**src/rtl/mem_port_arbiter.sv**
```systemverilog
// rtl/mem_port_arbiter.sv - round-robin I/D cache arbiter for the shared main-memory block port
module mem_port_arbiter #(
    parameter int ADDR_W         = 4,
    parameter int BLOCK_W        = 64,
    parameter int TIMEOUT_CYCLES = 16
) (
    input  logic               clk,
    input  logic               reset,
    input  logic               i_load,
    input  logic [ADDR_W-1:0]  i_index,
    output logic               i_done,
    input  logic               d_load,
    input  logic               d_write,
    input  logic [ADDR_W-1:0]  d_index,
    input  logic [BLOCK_W-1:0] d_wdata,
    output logic               d_done,
    output logic [BLOCK_W-1:0] rdata,
    output logic               mem_load,
    output logic               mem_write,
    output logic [ADDR_W-1:0]  mem_index,
    output logic [BLOCK_W-1:0] mem_wdata,
    input  logic               mem_done,
    input  logic [BLOCK_W-1:0] mem_rdata,
    output logic               timeout_err,
    output logic               busy
);

    typedef enum logic [1:0] {IDLE, BUSY, RELEASE} state_t;

    localparam int CNT_W = (TIMEOUT_CYCLES < 2) ? 1 : $clog2(TIMEOUT_CYCLES + 1);
    localparam logic [CNT_W-1:0] CNT_LAST = CNT_W'((TIMEOUT_CYCLES > 0) ? TIMEOUT_CYCLES - 1 : 0);
    localparam bit WDOG_EN = (TIMEOUT_CYCLES != 0);

    state_t             state, state_nxt;
    logic               grant_d, last_d, op_write, timed_out;
    logic [CNT_W-1:0]   cnt;
    logic               i_pend, d_pend, pick_d, expire;

    // D wins only when I is idle or I was served last; reset leaves last_d set so I wins the first tie
    always_comb begin
        i_pend = i_load;
        d_pend = d_load | d_write;
        pick_d = d_pend && (!i_pend || !last_d);
        expire = WDOG_EN && !mem_done && (cnt == CNT_LAST);
    end

    always_ff @(posedge clk or negedge reset) begin
        if (!reset) state <= IDLE;
        else        state <= state_nxt;
    end

    always_comb begin
        state_nxt = state;
        case (state)
            IDLE:    if (i_pend || d_pend)   state_nxt = BUSY;
            BUSY:    if (mem_done || expire) state_nxt = RELEASE;
            RELEASE: state_nxt = IDLE;
            default: state_nxt = IDLE;
        endcase
    end

    always_comb begin
        busy        = (state == BUSY) || (state == RELEASE);
        mem_load    = (state == BUSY) && !op_write;
        mem_write   = (state == BUSY) && op_write;
        i_done      = (state == RELEASE) && !grant_d;
        d_done      = (state == RELEASE) && grant_d;
        timeout_err = (state == RELEASE) && timed_out;
    end

    // A pending write outranks a simultaneous D load; the load stays pending for a later grant
    always_ff @(posedge clk or negedge reset) begin
        if (!reset) begin
            grant_d   <= 1'b0;
            last_d    <= 1'b1;
            op_write  <= 1'b0;
            timed_out <= 1'b0;
            cnt       <= '0;
            mem_index <= '0;
            mem_wdata <= '0;
            rdata     <= '0;
        end else begin
            case (state)
                IDLE: if (i_pend || d_pend) begin
                    grant_d   <= pick_d;
                    last_d    <= pick_d;
                    op_write  <= pick_d && d_write;
                    mem_index <= pick_d ? d_index : i_index;
                    mem_wdata <= (pick_d && d_write) ? d_wdata : '0;
                    cnt       <= '0;
                    timed_out <= 1'b0;
                end
                BUSY: if (mem_done) begin
                    if (!op_write) rdata <= mem_rdata;
                end else begin
                    if (WDOG_EN) cnt <= cnt + 1'b1;
                    timed_out <= expire;
                end
                default: ;
            endcase
        end
    end

endmodule

```
**config.mk**
```make
export PLATFORM = sky130hd
export DESIGN_NAME = mem_port_arbiter
export DESIGN_NICKNAME = d
export VERILOG_FILES = /design/src/rtl/mem_port_arbiter.sv
export SDC_FILE = /design/constraint.sdc
export NUM_CORES = 1
export LEC_CHECK = 0
export BUFFER_PORTS_ARGS = -buffer_cell sky130_fd_sc_hd__buf_4
export CELL_PAD_IN_SITES_DETAIL_PLACEMENT = 0
export CELL_PAD_IN_SITES_GLOBAL_PLACEMENT = 1
export CORE_MARGIN = 1.5
export CORE_UTILIZATION = 31
export CTS_CLUSTER_DIAMETER = 60
export DETAILED_ROUTE_END_ITERATION = 8
export PLACE_DENSITY_LB_ADDON = 0.1
export SYNTH_ARGS = -nofsm -noshare
export SYNTH_HDL_FRONTEND = slang
export SYNTH_SLANG_ARGS = --single-unit
```
**constraint.sdc**
```tcl
create_clock -name clk -period 1.5 [get_ports clk]
set_input_delay 0.3 -clock clk [delete_from_list [all_inputs] [get_ports clk]]
set_output_delay 0.3 -clock clk [all_outputs]
set_load 0.01 [all_outputs]
```
==> run_results.csv <==
group,metric,value,unit
run_status,status,"finished, violations left",
run_status,failed_checks,"negative setup slack",
power_and_ir_drop,p_leak,0.00468,uW
logic_synthesis,synth_top_family_by_area,"multiplexers",
timing,rsz0062_at_grt,"yes",
timing,clock_skew,8.98,ps
die,core-area,0.0172,mm^2
critical_path,regToRegSetupSlack,-220,ps
critical_path,path_buf_inv,3,
cts,root_buffer,"clkbuf_16",
logic_synthesis,syn_area_per_cell,15.1,um^2
drt,wl,16900,um
logic_synthesis,synthesis.nets,507,
logic_synthesis,ys_ff_latch,143,
logic_synthesis,synthCells,359,
power_and_ir_drop,power_density,2160,mW/mm^2
grt,grt_usage,17.7,%
cts,clock_sinks,143,
critical_path,r2r_cells,7,
logic_synthesis,synth_compound_area_share,13.4,%
cts,clk_path_buf_depth,2,
die,num_rows,48,
final_layout,final_area,0.00933,mm^2
final_layout,diodes,0,
logic_synthesis,synth.area.mux_share,14.2,%
cts,path_clk_slew,60,ps
die,die_h,135,um
timing,setup_viol_count_final,147,
final_layout,utilization,54.3,%
timing,max_freq,583,MHz
critical_path,critPathMaxFanout,6,
logic_synthesis,synth.distinct_cells,27,
grt,grt_antenna_before_repair,0,
cts,cts_tree,"done",
critical_path,timing.rr.end,"rdata[55]",
timing,tightest_slew,697,ps
critical_path,crit_arrival,2000,ps
critical_path,crit_chain,"inv_2, ha_2, nor2b_4, buf_6, nand2_8, bufbuf_16, mux2_1",
worst_hold_path,hp-start,"d_wdata[50]",
logic_synthesis,ys_warn_count,0,
final_layout,layout.nets,835,
worst_hold_path,hold_depth,2,
final_layout,final-instance-count-excl-fill,924,
placed_design,routabilityCongestion,0.767,
final_layout,layout_common_cells,"buf_4 (287), dfrtp_1 (142), a22o_1 (72)",
timing,relSlewSlack,53.5,%
drt,firstDrtPassIters,5,
critical_path,cp_slowest_stage_delay,380,ps
logic_synthesis,synth-simple-area-share,2.75,%
drt,via_count,4326,
timing,finalHoldViolCount,0,
timing,drv_slew,0,
final_layout,final_common_cell,"buf_4",
placed_design,placed_cells,866,
drt,drcViolationCount,0,
timing,min_period_over_period,114,%
critical_path,end_kind,"register",
placed_design,dpl_worst_slack,-72.1,ps
grt,grt_pass1_vias,4404,
grt,grt_pass1_wl,24300,um
logic_synthesis,synth-xor-area-share,0,%
die,die_x,135,um
logic_synthesis,synth-seq-area-share,66.0,%
drt,postRouteAntennaNets,0,
logic_synthesis,netlist_area,0.00542,mm^2
die,io_pins,280,
drt,routed_via_density,4.68,
power_and_ir_drop,ir_drop,0.00105,V
critical_path,path_delay_family,"buffers and inverters",
logic_synthesis,yosys.area_share.adder,1.38,%
worst_hold_path,hold_path_end,"mem_wdata[50]",
critical_path,r2r-start,"state[1]",
critical_path,worstSetupPathType,"reg -> reg",
worst_hold_path,hp-class,"in -> reg",
die,initial_utilization,31.6,%
placed_design,dp_hpwl,11300,um
placed_design,port_buffers,279,
cts,numCtsBuffers,17,
run,cap_violations,0,
cts,h-tree-depth,4,
timing,setup_ws,-216,ps
critical_path,critPathLaunchType,"register",
critical_path,crit_slowest_cell,"dfrtp_1",
drt,wl_per_cell,18.3,um
grt,grt_max_degree,38,
final_layout,area_growth,72.0,%
die,fp.dieArea,0.0183,mm^2
timing,period_minus_slack,1720,ps
cts,clkLatencyLatePin,410,ps
critical_path,cp.required,1790,ps
drt,drt_iter0_markers,106,
grt,grt_overflow_total,0,
placed_design,dpl_cell_area,0.00807,mm^2
final_layout,drive_gt1_share,55.2,%
-- what timing repair did --
action	in CTS	in global routing
gates cloned	7	9
resized for setup	20	28
setup buffers	7	3
hold buffers	1	0
pin swaps	4	75
hold endpoints to repair	26	0
setup endpoints to repair	130	149
-- worst reg2reg max path, cell delays in order (launching register included) --
cell	delay (ps)
dfrtp_1	380
inv_2	60
ha_2	180
nor2b_4	160
buf_6	120
nand2_8	90
bufbuf_16	290
mux2_1	310
-- cells by family (layout without fill, tap and decap cells) --
logic type	count (synthesis)	count (layout)
AO/OA/AOI/OAI	88	90
multiplexers	69	69
buffers and inverters	26	364
AND/OR/NAND/NOR	27	27
flip-flops	143	143
adder cells (fa/ha/maj)	6	6
-- area by class of cell --
class                   instances  area [um^2]
clock inverters                10          184
flip-flops and latches        143         3580
multi-input cells             192         1900
clock buffers                  21          460
inverters                       3         11.3
repair buffers                330         2910
well taps                     225          282
fillers                      1493         7850
-- how the worst max path moves through the flow --
stage                         from   endpoint  slack [ps]  cells past startpoint
after global placement    state[1]  rdata[34]         -40                      6
after floorplan           state[1]     cnt[0]         -60                      6
final                     state[1]  rdata[55]        -220                      7
after global routing      state[0]     cnt[2]        -300                      8
after CTS                 state[1]     d_done        -220                      4
after detailed placement  state[1]     cnt[3]         -70                      7
-- synth_stat cells, drive strengths merged --
library cell / n / share of area (%)
o21a: 1 / 0.14
nor3: 2 / 0.18
nand2: 13 / 0.90
mux2i: 4 / 0.74
clkbuf: 7 / 0.48
a21oi: 3 / 0.28
and3: 1 / 0.12
o31ai: 2 / 0.28
buf: 16 / 1.5
nor2: 3 / 0.25
nand2b: 1 / 0.12
nor4b: 1 / 0.44
a22o: 72 / 12
o21ai: 6 / 0.55
a21o: 3 / 0.42
mux2: 65 / 14
dfrtp: 142 / 66
inv: 3 / 0.21
o21bai: 1 / 0.14
and2: 3 / 0.35
ha: 6 / 1.4
dfstp: 1 / 0.48
nand4b: 1 / 0.16
nor2b: 2 / 0.23
-- registers in the layout (all words and copies together), names as in the netlist --
name,cells
state,2
mem_wdata,64
mem_index,4
op_write,1
grant_d,1
last_d,1
timed_out,1
rdata,64
cnt,5
-- routing by layer --
layer	up-vias	track usage, %	routed length [um]
li1	1990	-	-
met1	2113	21.6	6780
met2	201	28.9	8390
met3	22	6.06	1410
met4	0	6.75	321
met5	-	0	0
-- metrics by stage --
| step | total power (uW) | hold slack (ps) | TNS (ps) |
|---|---|---|---|
| after floorplan | 9790 | 4.41 | -621 |
| after global placement | 13700 | 212 | -2100 |
| after detailed placement | 13900 | 214 | -4040 |
| after CTS | 19500 | 72.2 | -19280 |
| after global routing | 21300 | 81.7 | -26810 |
| final | 20200 | 95.0 | -15170 |
-- power breakdown --
group          internal, uW  switching [uW]
logic                  5280            3840
registers              5490             939
clock network          3030            1570
total                 13800            6360
Note: power is estimated with default switching activity, not from simulation.
